--- src/rtl/imem_pkg.sv ---
// imem_pkg: shared definitions for the instruction-store load controller.
//   state_t       controller states (FILL, RUN, LOAD)
//   DEF_DEPTH     default number of 32-bit instruction words
//   DEF_ADDR_W    default word-address width (log2 of DEF_DEPTH)
//   INSTR_ZERO    value fetched for stalled or out-of-range reads
package imem_pkg;
  localparam int DEF_DEPTH  = 128;
  localparam int DEF_ADDR_W = 7;
  localparam logic [31:0] INSTR_ZERO = 32'h0;

  typedef enum logic [1:0] {
    ST_FILL = 2'd0,
    ST_RUN  = 2'd1,
    ST_LOAD = 2'd2
  } state_t;
endpackage

--- src/rtl/imem_load_ctrl_if.sv ---
// imem_load_ctrl_if: fetch and loader signals of the instruction store.
//   master: core/loader side (drives PC and the load request/data stream)
//   slave : controller side (drives Instr, Stall, LoadReady, LoadDone)
// With LOAD_CHECKSUM_EN defined, LoadSum (running sum of accepted words)
// is added to the bundle.
interface imem_load_ctrl_if #(parameter int ADDR_W = 7);
  logic [31:0]     PC;
  logic [31:0]     Instr;
  logic            Stall;
  logic            LoadStart;
  logic [ADDR_W:0] LoadLen;
  logic            LoadValid;
  logic [31:0]     LoadData;
  logic            LoadReady;
  logic            LoadDone;
`ifdef LOAD_CHECKSUM_EN
  logic [31:0]     LoadSum;

  modport master (output PC, LoadStart, LoadLen, LoadValid, LoadData,
                  input  Instr, Stall, LoadReady, LoadDone, LoadSum);
  modport slave  (input  PC, LoadStart, LoadLen, LoadValid, LoadData,
                  output Instr, Stall, LoadReady, LoadDone, LoadSum);
`else
  modport master (output PC, LoadStart, LoadLen, LoadValid, LoadData,
                  input  Instr, Stall, LoadReady, LoadDone);
  modport slave  (input  PC, LoadStart, LoadLen, LoadValid, LoadData,
                  output Instr, Stall, LoadReady, LoadDone);
`endif
endinterface

--- src/rtl/imem_ram.sv ---
// imem_ram: DEPTH x 32 instruction storage.
//   clk          write clock
//   we/waddr/wdata  synchronous write port
//   raddr/rdata     asynchronous (combinational) read port
// Contents are not reset; the controller clears them by filling.
module imem_ram #(
  parameter int DEPTH  = 128,
  parameter int ADDR_W = 7
) (
  input  logic              clk,
  input  logic              we,
  input  logic [ADDR_W-1:0] waddr,
  input  logic [31:0]       wdata,
  input  logic [ADDR_W-1:0] raddr,
  output logic [31:0]       rdata
);
  logic [31:0] mem [DEPTH];

  always_ff @(posedge clk)
    if (we) mem[waddr] <= wdata;

  assign rdata = mem[raddr];
endmodule

--- src/rtl/imem_load_ctrl.sv ---
// imem_load_ctrl: owns the instruction store and sequences fetch vs. load.
//   CLK, RESETn  clock, asynchronous active-low reset
//   bus (slave)  PC/Instr/Stall fetch path; LoadStart/LoadLen request,
//                LoadValid/LoadData/LoadReady word stream, LoadDone pulse
// After reset the store is zero-filled (Stall high for DEPTH cycles).
// A load writes LoadLen words from address 0, then zero-fills the tail and
// pulses LoadDone in the first RUN cycle.
// Optional: define LOAD_CHECKSUM_EN to add LoadSum, the modulo-2^32 sum of
// the words accepted since the last accepted LoadStart.
module imem_load_ctrl
  import imem_pkg::*;
#(
  parameter int DEPTH  = DEF_DEPTH,
  parameter int ADDR_W = DEF_ADDR_W
) (
  input logic              CLK,
  input logic              RESETn,
  imem_load_ctrl_if.slave  bus
);
  localparam logic [ADDR_W:0] LAST_IDX = (ADDR_W+1)'(DEPTH-1);
  localparam logic [ADDR_W:0] MAX_LEN  = (ADDR_W+1)'(DEPTH);
  localparam logic [ADDR_W:0] ONE      = (ADDR_W+1)'(1);

  state_t          state_q, state_d;
  logic [ADDR_W:0] ptr_q, cnt_q;
  logic            from_load_q;   // current FILL is the tail of a load
  logic            done_q;
  logic            we, start_ok, accept, fill_end, last_acc;
  logic [31:0]     wdata, rdata;

  always_ff @(posedge CLK or negedge RESETn)
    if (!RESETn) state_q <= ST_FILL;
    else         state_q <= state_d;

  always_comb begin
    state_d  = state_q;
    we       = 1'b0;
    wdata    = INSTR_ZERO;
    start_ok = 1'b0;
    accept   = 1'b0;
    fill_end = 1'b0;
    last_acc = 1'b0;
    case (state_q)
      ST_FILL: begin
        we       = 1'b1;
        fill_end = (ptr_q == LAST_IDX);
        if (fill_end) state_d = ST_RUN;
      end
      ST_RUN: begin
        if (bus.LoadStart && bus.LoadLen != '0 && bus.LoadLen <= MAX_LEN) begin
          start_ok = 1'b1;
          state_d  = ST_LOAD;
        end
      end
      ST_LOAD: begin
        if (bus.LoadValid) begin
          accept   = 1'b1;
          we       = 1'b1;
          wdata    = bus.LoadData;
          last_acc = (cnt_q == ONE);
          // A full-length load needs no tail fill.
          if (last_acc) state_d = (ptr_q == LAST_IDX) ? ST_RUN : ST_FILL;
        end
      end
      default: state_d = ST_FILL;
    endcase
  end

  always_ff @(posedge CLK or negedge RESETn)
    if (!RESETn) begin
      ptr_q       <= '0;
      cnt_q       <= '0;
      from_load_q <= 1'b0;
      done_q      <= 1'b0;
    end else begin
      done_q <= (fill_end && from_load_q) || (last_acc && ptr_q == LAST_IDX);
      if (start_ok) begin
        ptr_q <= '0;
        cnt_q <= bus.LoadLen;
      end else if (accept) begin
        ptr_q <= ptr_q + ONE;
        cnt_q <= cnt_q - ONE;
        if (last_acc && ptr_q != LAST_IDX) from_load_q <= 1'b1;
      end else if (state_q == ST_FILL) begin
        ptr_q <= ptr_q + ONE;
        if (fill_end) from_load_q <= 1'b0;
      end
    end

`ifdef LOAD_CHECKSUM_EN
  logic [31:0] sum_q;
  always_ff @(posedge CLK or negedge RESETn)
    if (!RESETn)       sum_q <= '0;
    else if (start_ok) sum_q <= '0;
    else if (accept)   sum_q <= sum_q + bus.LoadData;
  assign bus.LoadSum = sum_q;
`endif

  imem_ram #(.DEPTH(DEPTH), .ADDR_W(ADDR_W)) u_ram (
    .clk   (CLK),
    .we    (we),
    .waddr (ptr_q[ADDR_W-1:0]),
    .wdata (wdata),
    .raddr (bus.PC[ADDR_W+1:2]),
    .rdata (rdata)
  );

  // Reads are blanked while stalled and for PCs beyond the store.
  assign bus.Stall     = (state_q != ST_RUN);
  assign bus.LoadReady = (state_q == ST_LOAD);
  assign bus.LoadDone  = done_q;
  assign bus.Instr     = (bus.Stall || (|bus.PC[31:ADDR_W+2])) ? INSTR_ZERO : rdata;
endmodule

--- src/flat_wrapper.sv ---
// flat-port wrapper written by rule: the top's interface ports become plain ports
module imem_load_ctrl_flat import imem_pkg::*;
#(
  parameter int DEPTH  = DEF_DEPTH,
  parameter int ADDR_W = DEF_ADDR_W
)
  (CLK, RESETn, bus_PC, bus_LoadStart, bus_LoadLen, bus_LoadValid, bus_LoadData, bus_Instr, bus_Stall, bus_LoadReady, bus_LoadDone);
  imem_load_ctrl_if #(.ADDR_W(ADDR_W)) bus_i ();
  input logic CLK;
  input logic RESETn;
  input wire logic [$bits(bus_i.PC)-1:0] bus_PC;
  input wire logic [$bits(bus_i.LoadStart)-1:0] bus_LoadStart;
  input wire logic [$bits(bus_i.LoadLen)-1:0] bus_LoadLen;
  input wire logic [$bits(bus_i.LoadValid)-1:0] bus_LoadValid;
  input wire logic [$bits(bus_i.LoadData)-1:0] bus_LoadData;
  output wire logic [$bits(bus_i.Instr)-1:0] bus_Instr;
  output wire logic [$bits(bus_i.Stall)-1:0] bus_Stall;
  output wire logic [$bits(bus_i.LoadReady)-1:0] bus_LoadReady;
  output wire logic [$bits(bus_i.LoadDone)-1:0] bus_LoadDone;
  assign bus_i.PC = bus_PC;
  assign bus_i.LoadStart = bus_LoadStart;
  assign bus_i.LoadLen = bus_LoadLen;
  assign bus_i.LoadValid = bus_LoadValid;
  assign bus_i.LoadData = bus_LoadData;
  assign bus_Instr = bus_i.Instr;
  assign bus_Stall = bus_i.Stall;
  assign bus_LoadReady = bus_i.LoadReady;
  assign bus_LoadDone = bus_i.LoadDone;
  imem_load_ctrl #(.DEPTH(DEPTH), .ADDR_W(ADDR_W)) u_core (.CLK(CLK), .RESETn(RESETn), .bus(bus_i));
endmodule
--- config.mk ---
export PLATFORM = sky130hd
export DESIGN_NAME = imem_load_ctrl_flat
export DESIGN_NICKNAME = d
export VERILOG_FILES = /design/src/rtl/imem_pkg.sv /design/src/rtl/imem_load_ctrl_if.sv /design/src/rtl/imem_ram.sv /design/src/rtl/imem_load_ctrl.sv /design/src/flat_wrapper.sv
export SDC_FILE = /design/constraint.sdc
export NUM_CORES = 2
export LEC_CHECK = 0
export CAP_MARGIN = 25
export CELL_PAD_IN_SITES_DETAIL_PLACEMENT = 0
export CELL_PAD_IN_SITES_GLOBAL_PLACEMENT = 1
export CORE_MARGIN = 2
export CORE_UTILIZATION = 60
export CTS_CLUSTER_DIAMETER = 60
export CTS_CLUSTER_SIZE = 12
export DETAILED_ROUTE_END_ITERATION = 8
export GPL_ROUTABILITY_DRIVEN = 0
export PLACE_DENSITY = 0.93
export SYNTH_ARGS = -nofsm -noshare
export SYNTH_HDL_FRONTEND = slang
export SYNTH_HIERARCHICAL = 1
export SYNTH_SLANG_ARGS = --single-unit
--- constraint.sdc ---
create_clock -name CLK -period 7.4 [get_ports CLK]
set_input_delay 0.74 -clock CLK [delete_from_list [all_inputs] [get_ports CLK]]
set_output_delay 0.74 -clock CLK [all_outputs]
set_load 0.01 [all_outputs]
# After elaboration in Yosys (flattened, before gate mapping)
# Memories as Yosys holds them, arrays and structs flattened.
# Cells that the tools add are included.
[word_totals]
register_bits = 20
latch_bits = 0
ram_bits = 4096
mem_bits_ro = 0
input_bits = 76
word_cells = 65
memories = 1
[op_classes]
addsub = 2
mul = 0
div_mod_pow = 0
magnitude_cmp = 1
n_eq_ne = 11
shifts = 0
mux = 28
bitwise_logic = 1
reduce_logical = 16
[memory_table]
columns = ["name", "words", "word_bits", "read_ports", "rd_ports_with_merged_regs", "write_ports", "line", "source"]
rows = [
  ["u_core.u_ram.mem", 128, 32, 1, 0, 1, "imem_ram.sv:17", "logic [31:0] mem [DEPTH];"],
]
[op_table]
columns = ["cell", "count"]
rows = [
  ["$mux W32", 3],
  ["$mux W8", 5],
  ["$reduce_or A23 Y1", 1],
  ["$mux W1", 14],
  ["$add A8 B1 Y8 const B", 1],
  ["$eq A8 B1 Y1 const B", 1],
  ["$eq A8 B7 Y1 const B", 1],
  ["$le A8 B8 Y1 const B", 1],
  ["$mux W2", 4],
  ["$ne A2 B1 Y1 const B", 4],
  ["$ne A8 B7 Y1 const B", 1],
  ["$reduce_and A4 Y1", 2],
  ["$reduce_bool A8 Y1", 1],
  ["$sub A8 B1 Y8 const B", 1],
  ["$pmux W2 S3", 1],
  ["$reduce_bool A2 Y1", 3],
  ["$logic_and A1 B1 Y1", 5],
  ["$ne A2 B2 Y1 const B", 2],
  ["$reduce_bool A3 Y1", 1],
  ["$eq A2 B1 Y1 const B", 1],
  ["$eq A2 B2 Y1 const B", 1],
  ["$logic_not A2 Y1", 1],
  ["$logic_or A1 B1 Y1", 2],
  ["$pmux W1 S2", 1],
  ["$not A1 Y1", 1],
]

# Logic depth before layout (Yosys ltp)
[depth]
depth_word = 7
depth_mapped = 9
ltp_nobuf = 6

# Modules after synthesis
# Netlist, hierarchy kept.
[modules_own_cells]
columns = ["mod", "instances", "cells_each", "area_per_inst_um2", "seq_area_each_um2"]
rows = [
  ["imem_ram", 1, 5958, 155635.5, 122998.0],
  ["imem_load_ctrl", 1, 193, 1667.8, 500.5],
]

# Least setup slack after synthesis
# Ideal clock, no wire load.
[synth_timing]
kind = "input -> register"
start = "input port bus_LoadValid"
end = "memory u_core.u_ram.mem[98][0], enable pin"
setup_ns = 0.461
arrival_ns = 3.913
required_ns = 6.939
slack_ns = 3.026
cell_stages = 6
path_buffers = 2
path_cell_list = "nor2b_1 > clkbuf_1 > nor2_1 > clkbuf_1 > nand4_1 > nor3_1"
[synth_between]
elab_chain_len = 4
[synth_rtl]
columns = ["item", "line", "source"]
rows = [
  ["from (decl)", "flat_wrapper.sv:14", "input wire logic [$bits(bus_i.LoadValid)-1:0] bus_LoadValid;"],
  ["$mux W1", "imem_load_ctrl.sv:56", "if (bus.LoadValid) begin"],
  ["$pmux W1 S2", "imem_load_ctrl.sv:43", "case (state_q)"],
  ["via u_core.we", "imem_load_ctrl.sv:28", "logic we, start_ok, accept, fill_end, last_acc;"],
  ["$mux W1", "imem_ram.sv:20", "if (we) mem[waddr] <= wdata;"],
  ["$mux W1 (implied by the code)", "imem_ram.sv:20", ""],
  ["to (decl)", "imem_ram.sv:17", ""],
]
# The timed path passes the listed nets, and every way through them passes these cells.

# Worst setup path in the final report
[layout_timing]
start = "input port bus_PC[2]"
end = "output port bus_Instr[30]"
[layout_between]
elab_chain_len = 2
[layout_rtl]
columns = ["item", "line", "source"]
rows = [
  ["from (decl)", "flat_wrapper.sv:11", "input wire logic [$bits(bus_i.PC)-1:0] bus_PC;"],
  ["$mem_v2 Z128 W32", "n/a", ""],
  ["via u_core.rdata[30]", "imem_load_ctrl.sv:29", "logic [31:0] wdata, rdata;"],
  ["$mux W32", "imem_load_ctrl.sv:112", "assign bus.Instr = (bus.Stall || (|bus.PC[31:ADDR_W+2])) ? INSTR_ZERO : rdata;"],
  ["to (decl)", "flat_wrapper.sv:16", "output wire logic [$bits(bus_i.Instr)-1:0] bus_Instr;"],
]
# The timed path passes the listed nets, and every way through them passes these cells.

==> flow_metrics.tcl <==
set metrics [dict create \
    gr-total-overflow 0 \
    firstDrtPassIters 9 \
    place_inst 9687 \
    tightest_slew_ns 1.25 \
    hold_class "in -> async" \
    finalWirelength_microns 483000 \
    hold_slack_ns 0.0490 \
    grt_pass1_vias 79500 \
    async_reset_ff_share_pct 0.486 \
    cts_root_buf "clkbuf_16" \
    placed_area_sq_um 165000 \
    die_h_microns 516 \
    ff_latch_area_sq_um 123000 \
    fin_cells 10200 \
    grt_max_degree 85 \
    path_cells "buf_16 > buf_12 > mux4_2 > mux4_2 > mux4_2 > mux2_2 > and2_1 > clkdlybuf4s50_1" \
    final_cell_mix "4,096 x edfxtp_1, 1,344 x mux4_2, 395 x clkbuf_16" \
    start_util_pct 60.5 \
    syn_area_sq_um 157000 \
    die_area_sq_um 266000 \
    drive_above_1_share_pct 33.7 \
    antenna_left 0 \
    ys_ff_latch 4116 \
    cp-end-kind "output port" \
    max_freq_ghz 0.171 \
    tns_ns 0 \
    synth-seq-area-share_pct 78.5 \
    cts_tree "yes" \
    r2r_end "u_core/u_ram/mem[62][25]" \
    netlist-cell-type-count 48 \
    syn_nets 6230 \
    row_count 187 \
    rsz0062_at_grt "false" \
    clkTransAtPathRegs_ns 0.06 \
    fin_total_pwr_mw 50.8 \
    post-place-ws_ns 1.79 \
    power_density_nw_per_um2 290 \
    worstPathArrival_ns 5.09 \
    fin_util_pct 67.3 \
    p_leak_nw 53.9 \
    outcome "finished clean" \
    numCtsBuffers 385 \
    coreArea_sq_um 260000 \
    maxSlewViolCount 0 \
    cts_buffer_depth 4 \
    antenna_found_initial 71 \
    synth_warnings 6 \
    syn_avg_cell_area_sq_um 25.6 \
    worstPathRequired_ns 6.66 \
    cap_viol_max_count 0 \
    crit_type "in -> out" \
    insertion_delay_ns 0.93 \
    grt_pass1_wl_microns 668000 \
    vias 80700 \
    max_stage_delay_ns 0.75 \
    finalClockSkew_ns 0.0501 \
    yosysTopAreaCell "edfxtp_1" \
    multiInputGateArea_sq_um 33500 \
    yosys-top-cells-area "edfxtp_1 78%, mux4_2 19%, clkbuf_1 0.45%" \
    min_period_ns 5.83 \
    grt_util_all_layers_pct 36.7 \
    netlist.area_leader.share_pct 78.2 \
    syn_inst 6151 \
    die_w_microns 516 \
    fill_cells 13800 \
    htreeDepth 5 \
    avgRoutedWirePerCell_microns 47.6 \
    port_buffers 108 \
    r2r-start "u_core/ptr_q[5]" \
    drtIter0Drc 18000 \
    via_per_inst 7.95 \
    drc 0 \
    r2r_slack_ns 2.95 \
    reg2reg_depth 4 \
    relSlewSlack_pct 17.0 \
    irDropWorstVdd_mv 0.231 \
    boundaryPins 111 \
    final_nets 6664 \
    finalSetupViolations 0 \
    cts_sinks 4116 \
    synth_ff_type "edfxtp_1" \
    postCtsHoldBufs 0 \
    final_common_cell "edfxtp_1" \
    finalHoldViolations 0 \
    crit_top_cell "mux4_2" \
    area_growth_pct 11.4 \
    final_area_sq_um 175000 \
    slowest_stage "mux4_2" \
    critPathMaxFanout 84 \
    post_cts_buffers 0 \
    cp-start-kind "input port" \
    synth_enable_flop_cells 4096 \
    post_cts_resized 0 \
    setup_ws_ns 1.57 \
    period_share_pct 78.8 \
    dp_hpwl_microns 241000 \
]
-- flip-flops by register name (all words and copies together) (netlist names) --
register / flops
u_core/bus.LoadDone: 1
u_core/cnt_q: 8
u_core/from_load_q: 1
u_core/ptr_q: 8
u_core/state_q: 2
u_core/u_ram/mem: 4096
-- cell families after synthesis --
group           synth area share (%)
simple gates                   0.921
compound gates                0.0827
xor+xnor                      0.0668
buf+inv                        0.870
fa+ha+maj                     0.0239
mux                             19.5
flops                           78.5
-- worst max-delay path by stage --
stage,cells after the start,slack [ns],from,to
after floorplan,6,3.03,bus_LoadValid,u_core/u_ram/mem[98][0]
after global placement,8,1.93,bus_PC[2],bus_Instr[5]
after detailed placement,8,1.79,bus_PC[2],bus_Instr[3]
after CTS,9,1.70,bus_PC[4],bus_Instr[31]
after global routing,8,1.51,bus_PC[2],bus_Instr[4]
final,8,1.57,bus_PC[2],bus_Instr[30]
-- power by group --
group          leakage (nW)  internal (mW)  switching (mW)
sequential             37.7           27.1           0.494
clock                  4.94           9.43            8.57
combinational          11.3           1.51            3.75
-- routing by layer --
layer	vias to the layer above	share of wire, %	global-route usage [%]	routed length (microns)
met4	52	6.2	17.9	29800
li1	27500	-	-	-
met2	9887	48	57.0	230000
met3	1838	16	10.7	78100
met1	41400	30	48.3	144000
met5	-	0.12	0	565
-- synth_stat cells, drive strengths merged, types with 2 or more instances --
library cell,count
inv,3
clkbuf,190
nor3b,2
a21oi,3
xnor2,11
edfxtp,4096
nor3,14
and2,64
nand2b,4
nor2b,10
o31ai,3
o21ai,6
a21o,3
dfrtp,20
nor2,133
nand3b,2
mux2,37
nand4,6
nand3,15
nand2,20
buf,136
or4,2
mux4,1344
ha,3
nor4,11
a32oi,3
-- worst max-delay path, delay by kind of cell --
family / cells / cell delay, ns
buf+inv: 3 / 1.37
mux: 4 / 2.30
simple gates: 1 / 0.22
-- cell type report --
cell class,instances,area share [%]
Tap cell,3496,2.50
Multi-Input combinational cell,1706,19.1
Inverter,3,0.00643
Antenna cell,34,0.0486
Sequential cell,4116,70.5
Clock inverter,10,0.0557
Timing Repair Buffer,373,2.09
Clock buffer,419,5.69
No activity file was read; power rests on OpenSTA's default activity.
